--- config.mk ---
export PLATFORM = sky130hd
export DESIGN_NAME = seg_scan_decoder
export DESIGN_NICKNAME = d
export VERILOG_FILES = /design/src/rtl/seg_dec_pkg.sv /design/src/rtl/seg_stable_filter.sv /design/src/rtl/seg_scan_decoder.sv
export SDC_FILE = /design/constraint.sdc
export NUM_CORES = 1
export LEC_CHECK = 0
export ABC_AREA = 1
export CORE_ASPECT_RATIO = 0.6
export CORE_UTILIZATION = 58
export CTS_CLUSTER_DIAMETER = 150
export CTS_CLUSTER_SIZE = 28
export DETAILED_ROUTE_END_ITERATION = 16
export GPL_ROUTABILITY_DRIVEN = 0
export GPL_TIMING_DRIVEN = 1
export HOLD_SLACK_MARGIN = 0.1
export PLACE_DENSITY = 0.87
export SYNTH_ARGS = -nofsm -noshare
export SYNTH_HDL_FRONTEND = slang
export SYNTH_HIERARCHICAL = 1
export SYNTH_SLANG_ARGS = --single-unit
--- constraint.sdc ---
create_clock -name clk -period 7.4 [get_ports clk]
set_clock_uncertainty 0.15 [all_clocks]
set_input_delay 1.48 -clock clk [delete_from_list [all_inputs] [get_ports clk]]
set_output_delay 1.48 -clock clk [all_outputs]
set_load 0.01 [all_outputs]
--- src/rtl/seg_dec_pkg.sv ---
// Shared 7-segment definitions: pattern constants (gfedcba, active-high),
// the pattern-to-nibble decoder, and the frame assembler state type.
package seg_dec_pkg;

  localparam logic [6:0] SEG_0 = 7'h3F;
  localparam logic [6:0] SEG_1 = 7'h06;
  localparam logic [6:0] SEG_2 = 7'h5B;
  localparam logic [6:0] SEG_3 = 7'h4F;
  localparam logic [6:0] SEG_4 = 7'h66;
  localparam logic [6:0] SEG_5 = 7'h6D;
  localparam logic [6:0] SEG_6 = 7'h7D;
  localparam logic [6:0] SEG_7 = 7'h07;
  localparam logic [6:0] SEG_8 = 7'h7F;
  localparam logic [6:0] SEG_9 = 7'h6F;
  localparam logic [6:0] SEG_A = 7'h77;
  localparam logic [6:0] SEG_B = 7'h7C;
  localparam logic [6:0] SEG_C = 7'h39;
  localparam logic [6:0] SEG_D = 7'h5E;
  localparam logic [6:0] SEG_E = 7'h79;
  localparam logic [6:0] SEG_F = 7'h71;

  typedef enum logic {COLLECT, HOLD} state_t;

  typedef struct packed {
    logic       err;
    logic [3:0] nib;
  } seg_dec_t;

  // Unknown patterns decode to nibble 0 with err set.
  function automatic seg_dec_t seg_decode(input logic [6:0] pat);
    seg_dec_t r;
    r = '0;
    case (pat)
      SEG_0:   r.nib = 4'h0;
      SEG_1:   r.nib = 4'h1;
      SEG_2:   r.nib = 4'h2;
      SEG_3:   r.nib = 4'h3;
      SEG_4:   r.nib = 4'h4;
      SEG_5:   r.nib = 4'h5;
      SEG_6:   r.nib = 4'h6;
      SEG_7:   r.nib = 4'h7;
      SEG_8:   r.nib = 4'h8;
      SEG_9:   r.nib = 4'h9;
      SEG_A:   r.nib = 4'hA;
      SEG_B:   r.nib = 4'hB;
      SEG_C:   r.nib = 4'hC;
      SEG_D:   r.nib = 4'hD;
      SEG_E:   r.nib = 4'hE;
      SEG_F:   r.nib = 4'hF;
      default: r.err = 1'b1;
    endcase
    return r;
  endfunction

endpackage

--- src/rtl/seg_stable_filter.sv ---
// Input register and stability qualifier: emits one capture pulse once the
// same one-hot {an, seg} sample has been seen STABLE_CYCLES times in a row.
module seg_stable_filter #(
  parameter int DIGITS        = 4,
  parameter int STABLE_CYCLES = 8
) (
  input  logic              clk,
  input  logic              rst,
  input  logic [6:0]        seg_i,
  input  logic [DIGITS-1:0] an_i,
  output logic              cap_o,
  output logic [DIGITS-1:0] cap_an_o,
  output logic [6:0]        cap_seg_o
);

  localparam int SW = DIGITS + 7;
  // The incoming sample is compared against the registered one, so the
  // S-th identical sample fires the pulse while it is being registered.
  localparam logic [7:0] RUN_LAST = 8'(STABLE_CYCLES - 2);

  logic [SW-1:0] sample;
  logic [SW-1:0] in_q;
  logic [7:0]    run_q, run_d;
  logic          done_q, done_d;
  logic          cap;

  assign sample = {an_i, seg_i};

  always_comb begin
    // NOTE: every output of this block gets a default first, so no path can infer a latch.
    run_d  = '0;
    done_d = 1'b0;
    cap    = 1'b0;
    if ((sample == in_q) && $onehot(an_i)) begin
      run_d  = run_q;
      done_d = done_q;
      if (!done_q) begin
        if (run_q == RUN_LAST) begin
          cap    = 1'b1;
          done_d = 1'b1;
        end else begin
          run_d = run_q + 8'd1;
        end
      end
    end
  end

  // NOTE: state registers use non-blocking assignments so all flops update together.
  always_ff @(posedge clk) begin
    if (rst) begin
      in_q   <= '0;
      run_q  <= '0;
      done_q <= 1'b0;
    end else begin
      in_q   <= sample;
      run_q  <= run_d;
      done_q <= done_d;
    end
  end

  assign cap_o     = cap;
  assign cap_an_o  = in_q[SW-1:7];
  assign cap_seg_o = in_q[6:0];

endmodule

--- src/rtl/seg_scan_decoder.sv ---
// Multiplexed 7-segment bus receiver: assembles decoded digits into a frame
// offered on valid/ready. Define SEGDEC_DROP_CNT_EN to add the drop_cnt port.
module seg_scan_decoder
  import seg_dec_pkg::*;
#(
  parameter int DIGITS        = 4,
  parameter int STABLE_CYCLES = 8
) (
  input  logic                clk,
  input  logic                rst,
  input  logic [6:0]          seg,
  input  logic [DIGITS-1:0]   an,
  output logic [4*DIGITS-1:0] out_value,
  output logic [DIGITS-1:0]   out_err,
  output logic                out_valid,
  input  logic                out_ready
`ifdef SEGDEC_DROP_CNT_EN
  ,
  output logic [7:0]          drop_cnt
`endif
);

  logic              cap;
  logic [DIGITS-1:0] cap_an;
  logic [6:0]        cap_seg;
  seg_dec_t          cap_dec;

  state_t              state_q, state_d;
  logic [DIGITS-1:0]   mask_q, mask_d;
  logic [4*DIGITS-1:0] value_q, value_d;
  logic [DIGITS-1:0]   err_q, err_d;
  logic                wr;

  seg_stable_filter #(
    .DIGITS       (DIGITS),
    .STABLE_CYCLES(STABLE_CYCLES)
  ) u_filter (
    .clk      (clk),
    .rst      (rst),
    .seg_i    (seg),
    .an_i     (an),
    .cap_o    (cap),
    .cap_an_o (cap_an),
    .cap_seg_o(cap_seg)
  );

  assign cap_dec = seg_decode(cap_seg);

  always_comb begin
    state_d = state_q;
    mask_d  = mask_q;
    value_d = value_q;
    err_d   = err_q;
    wr      = 1'b0;
    case (state_q)
      COLLECT: begin
        wr = cap;
        if (cap) mask_d = mask_q | cap_an;
        if (&mask_q) state_d = HOLD;
      end
      HOLD: begin
        // A capture landing on the handshake cycle seeds the next frame.
        if (out_ready) begin
          state_d = COLLECT;
          wr      = cap;
          mask_d  = cap ? cap_an : '0;
        end
      end
      default: state_d = COLLECT;
    endcase
    if (wr) begin
      for (int i = 0; i < DIGITS; i++) begin
        if (cap_an[i]) begin
          value_d[4*i +: 4] = cap_dec.nib;
          err_d[i]          = cap_dec.err;
        end
      end
    end
  end

  // NOTE: slot registers are reset too, so a reset mid-frame leaves no stale digits visible.
  always_ff @(posedge clk) begin
    if (rst) begin
      state_q <= COLLECT;
      mask_q  <= '0;
      value_q <= '0;
      err_q   <= '0;
    end else begin
      state_q <= state_d;
      mask_q  <= mask_d;
      value_q <= value_d;
      err_q   <= err_d;
    end
  end

  assign out_valid = (state_q == HOLD);
  assign out_value = value_q;
  assign out_err   = err_q;

`ifdef SEGDEC_DROP_CNT_EN
  logic       discard;
  logic [7:0] drop_q;

  assign discard = cap && (state_q == HOLD) && !out_ready;

  always_ff @(posedge clk) begin
    if (rst) begin
      drop_q <= '0;
    end else if (discard && (drop_q != 8'hFF)) begin
      drop_q <= drop_q + 8'd1;
    end
  end

  assign drop_cnt = drop_q;
`endif

endmodule

==> flow_summary.toml <==
[synth]
ys_warn_count = 6
post-synth-top-count-cell = "nand2_1"
synth.distinct_cells = 31
synth_edf_count = 0
syn-num-nets = 344
yosysTopAreaCellShare = 0.392
async_reset_ff_frac = 0
ys_ff_latch = 45
yosys-top-cells-area = "dfxtp_1, nand2_1, inv_1"
synth_common_cells = "nand2_1, inv_1, dfxtp_1"
synth_area_leader_cell = "dfxtp_1"
syn_area_sq_mm = 0.00230
synth_flop_cell = "dfxtp_1"
ys_seq_area_frac = 0.392
syn_inst = 325
syn_avg_cell_area_sq_um = 7.08

[worst_setup_path]
worstPathRequired_ns = 7.51
crit_type = "input pin to flip-flop"
crit_fanout = 9
r2r_slack_ns = 5.20
regToRegEndpoint = "out_value[1]$_SDFFE_PP0P_"
reg2reg_depth = 12
cp-end-kind = "flip-flop"
r2r-start = "u_filter/in_q[5]$_SDFF_PP0_"
start_kind = "input pin"
crit_end = "out_value[1]$_SDFFE_PP0P_"
crit_start = "an[0]"
crit_arrival_ns = 4.63

[hold_path]
hp-start = "mask_q[3]$_SDFFE_PP0P_"
holdCritPathClass = "flip-flop to flip-flop"

[final_layout]
final_cell_area_sq_mm = 0.00279
syn_to_final_growth_pct = 21.4
nets = 381
drive_above_1_share = 0.0771
diodes = 0

[global_routing]
grt_pass1_wl_mm = 8.84
grt_max_degree = 22
overflow = 0
grt_usage = 0.269
antenna_found_initial = 0
grt_pass1_vias = 1903

[outcome]
status = "completed"

[routing]
drt_iter0_drc = 133
vias = 2091
dr.pass1.iters = 4
vias_per_cell = 5.10
final_antenna_net_count = 0
wl_mm = 5.13
wl_per_cell_um = 12.5
drcViolationCount = 0

[pwr]
p_total_uw = 477
p_per_area_mw_per_mm2 = 171
p_leak_uw = 0.00132
max-vdd-ir-drop_uv = 118

[floorplan]
die_area_sq_mm = 0.00423
io_pins = 35
coreArea_sq_mm = 0.00372
row_count = 17
start_util = 0.618
die_w_um = 83.3
die_h_um = 50.8

[timing]
finalCritPeriodShare = 0.611
slew_headroom = 0.551
setup_violations = 0
hold_viol = 0
max_freq_ghz = 0.221
drv_slew = 0
rsz0062_at_grt = "no"
layout_min_cycle_time_ns = 4.52
worstMarginPinSlew_ns = 0.672
finalSetupTns_ns = 0
setup_ws_ns = 2.88

[placement]
placed_cell_area_sq_mm = 0.00268
pre_cts_ws_ns = 2.58
port_buffers = 34
hpwl_mm = 3.82

[clock_network]
cts_htree_levels = 2
clkLatencyLatePin_ns = 0.31
cts_max_path_buffers = 2
post-cts-setup-buffers = 0
numCtsBuffers = 5
cts_root_buffer = "clkbuf_8"
ctsResizeCount = 0
clock-sinks = 45
cts-hold-fix-buffers = 0
path_clk_slew_ns = 0.09
cts_tree = "done"

[flow_run]
max_cap_viol_count = 0
## per-layer routing
layer,GRT usage,wire length [um]
met4,0.0776,56
met2,0.414,2140
met5,0,0
met1,0.380,2570
met3,0.0576,368
## where the power goes
| part | internal (uW) | leakage [uW] | switching (uW) | total, uW |
|---|---|---|---|---|
| sequential | 245 | 0.000365 | 4.82 | 250 |
| combinational | 15.2 | 0.000900 | 17.5 | 32.7 |
| clock | 110 | 0.0000585 | 83.8 | 194 |
## metrics by stage
step           utilization  hold slack [ns]  cells
5_1_grt              0.750            0.357    410
3_3_place_gp         0.719            0.314    402
3_5_place_dp         0.719            0.313    402
2_1_floorplan            -            0.289    325
4_1_cts              0.750            0.326    410
6_report             0.750            0.324    410
## sequential cells by signal, indices dropped and copies added (netlist names)
name             flops
mask_q               4
out_err              4
out_valid            1
out_value           16
u_filter/done_q      1
u_filter/in_q       11
u_filter/run_q       8
## kinds of logic (layout without fill, tap and decap cells)
group / Yosys count / count (layout) / synth area share
adder cells (fa/ha/maj): 5 / 5 / 0.0305
flip-flops: 45 / 45 / 0.392
buffers and inverters: 63 / 101 / 0.107
XOR/XNOR: 13 / 13 / 0.0495
AND/OR/NAND/NOR: 156 / 156 / 0.310
AO/OA/AOI/OAI: 43 / 43 / 0.111
## critical path: stages
cell and delay (ns):
clkdlybuf4s50_1 0.48, inv_1 0.08, fa_1 0.55, inv_1 0.04, ha_1 0.17, ha_1 0.26, nor3_1 0.20, nand2_1 0.08
nor2_1 0.10, nand2_1 0.08, nor3_1 0.18, nand2_1 0.12, inv_1 0.13, nand2_1 0.12, inv_1 0.20, o21ai_0 0.10
o21bai_1 0.19, inv_1 0.05
## layout by cell type, fill, tap and decap left out, drive strengths merged, types with 3 or more instances in the layout
cell type and n:
o21ai 16, clkbuf 7, nand3 18, dfxtp 45
o21a 9, o21bai 5, ha 4, nor2 48
a21oi 12, inv 59, clkdlybuf4s50 34, nand2 78
xor2 6, xnor2 7, nand4 3, nor3 6
## final cells by class
class	count	area (sq um)
Multi-Input combinational cell	217	1150
Clock buffer	7	86.3
Sequential cell	45	901
Fill cell	299	930
Inverter	59	221
Clock inverter	1	30.0
Timing Repair Buffer	34	340
Tap cell	47	58.8
## worst min-delay path by stage
stage	to	cells past startpoint
5_1_grt	mask_q[3]$_SDFFE_PP0P_	2
3_5_place_dp	mask_q[3]$_SDFFE_PP0P_	2
3_3_place_gp	mask_q[2]$_SDFFE_PP0P_	2
2_1_floorplan	mask_q[3]$_SDFFE_PP0P_	2
4_1_cts	mask_q[3]$_SDFFE_PP0P_	2
6_report	mask_q[3]$_SDFFE_PP0P_	2
Power figures use the tool's default switching activity.
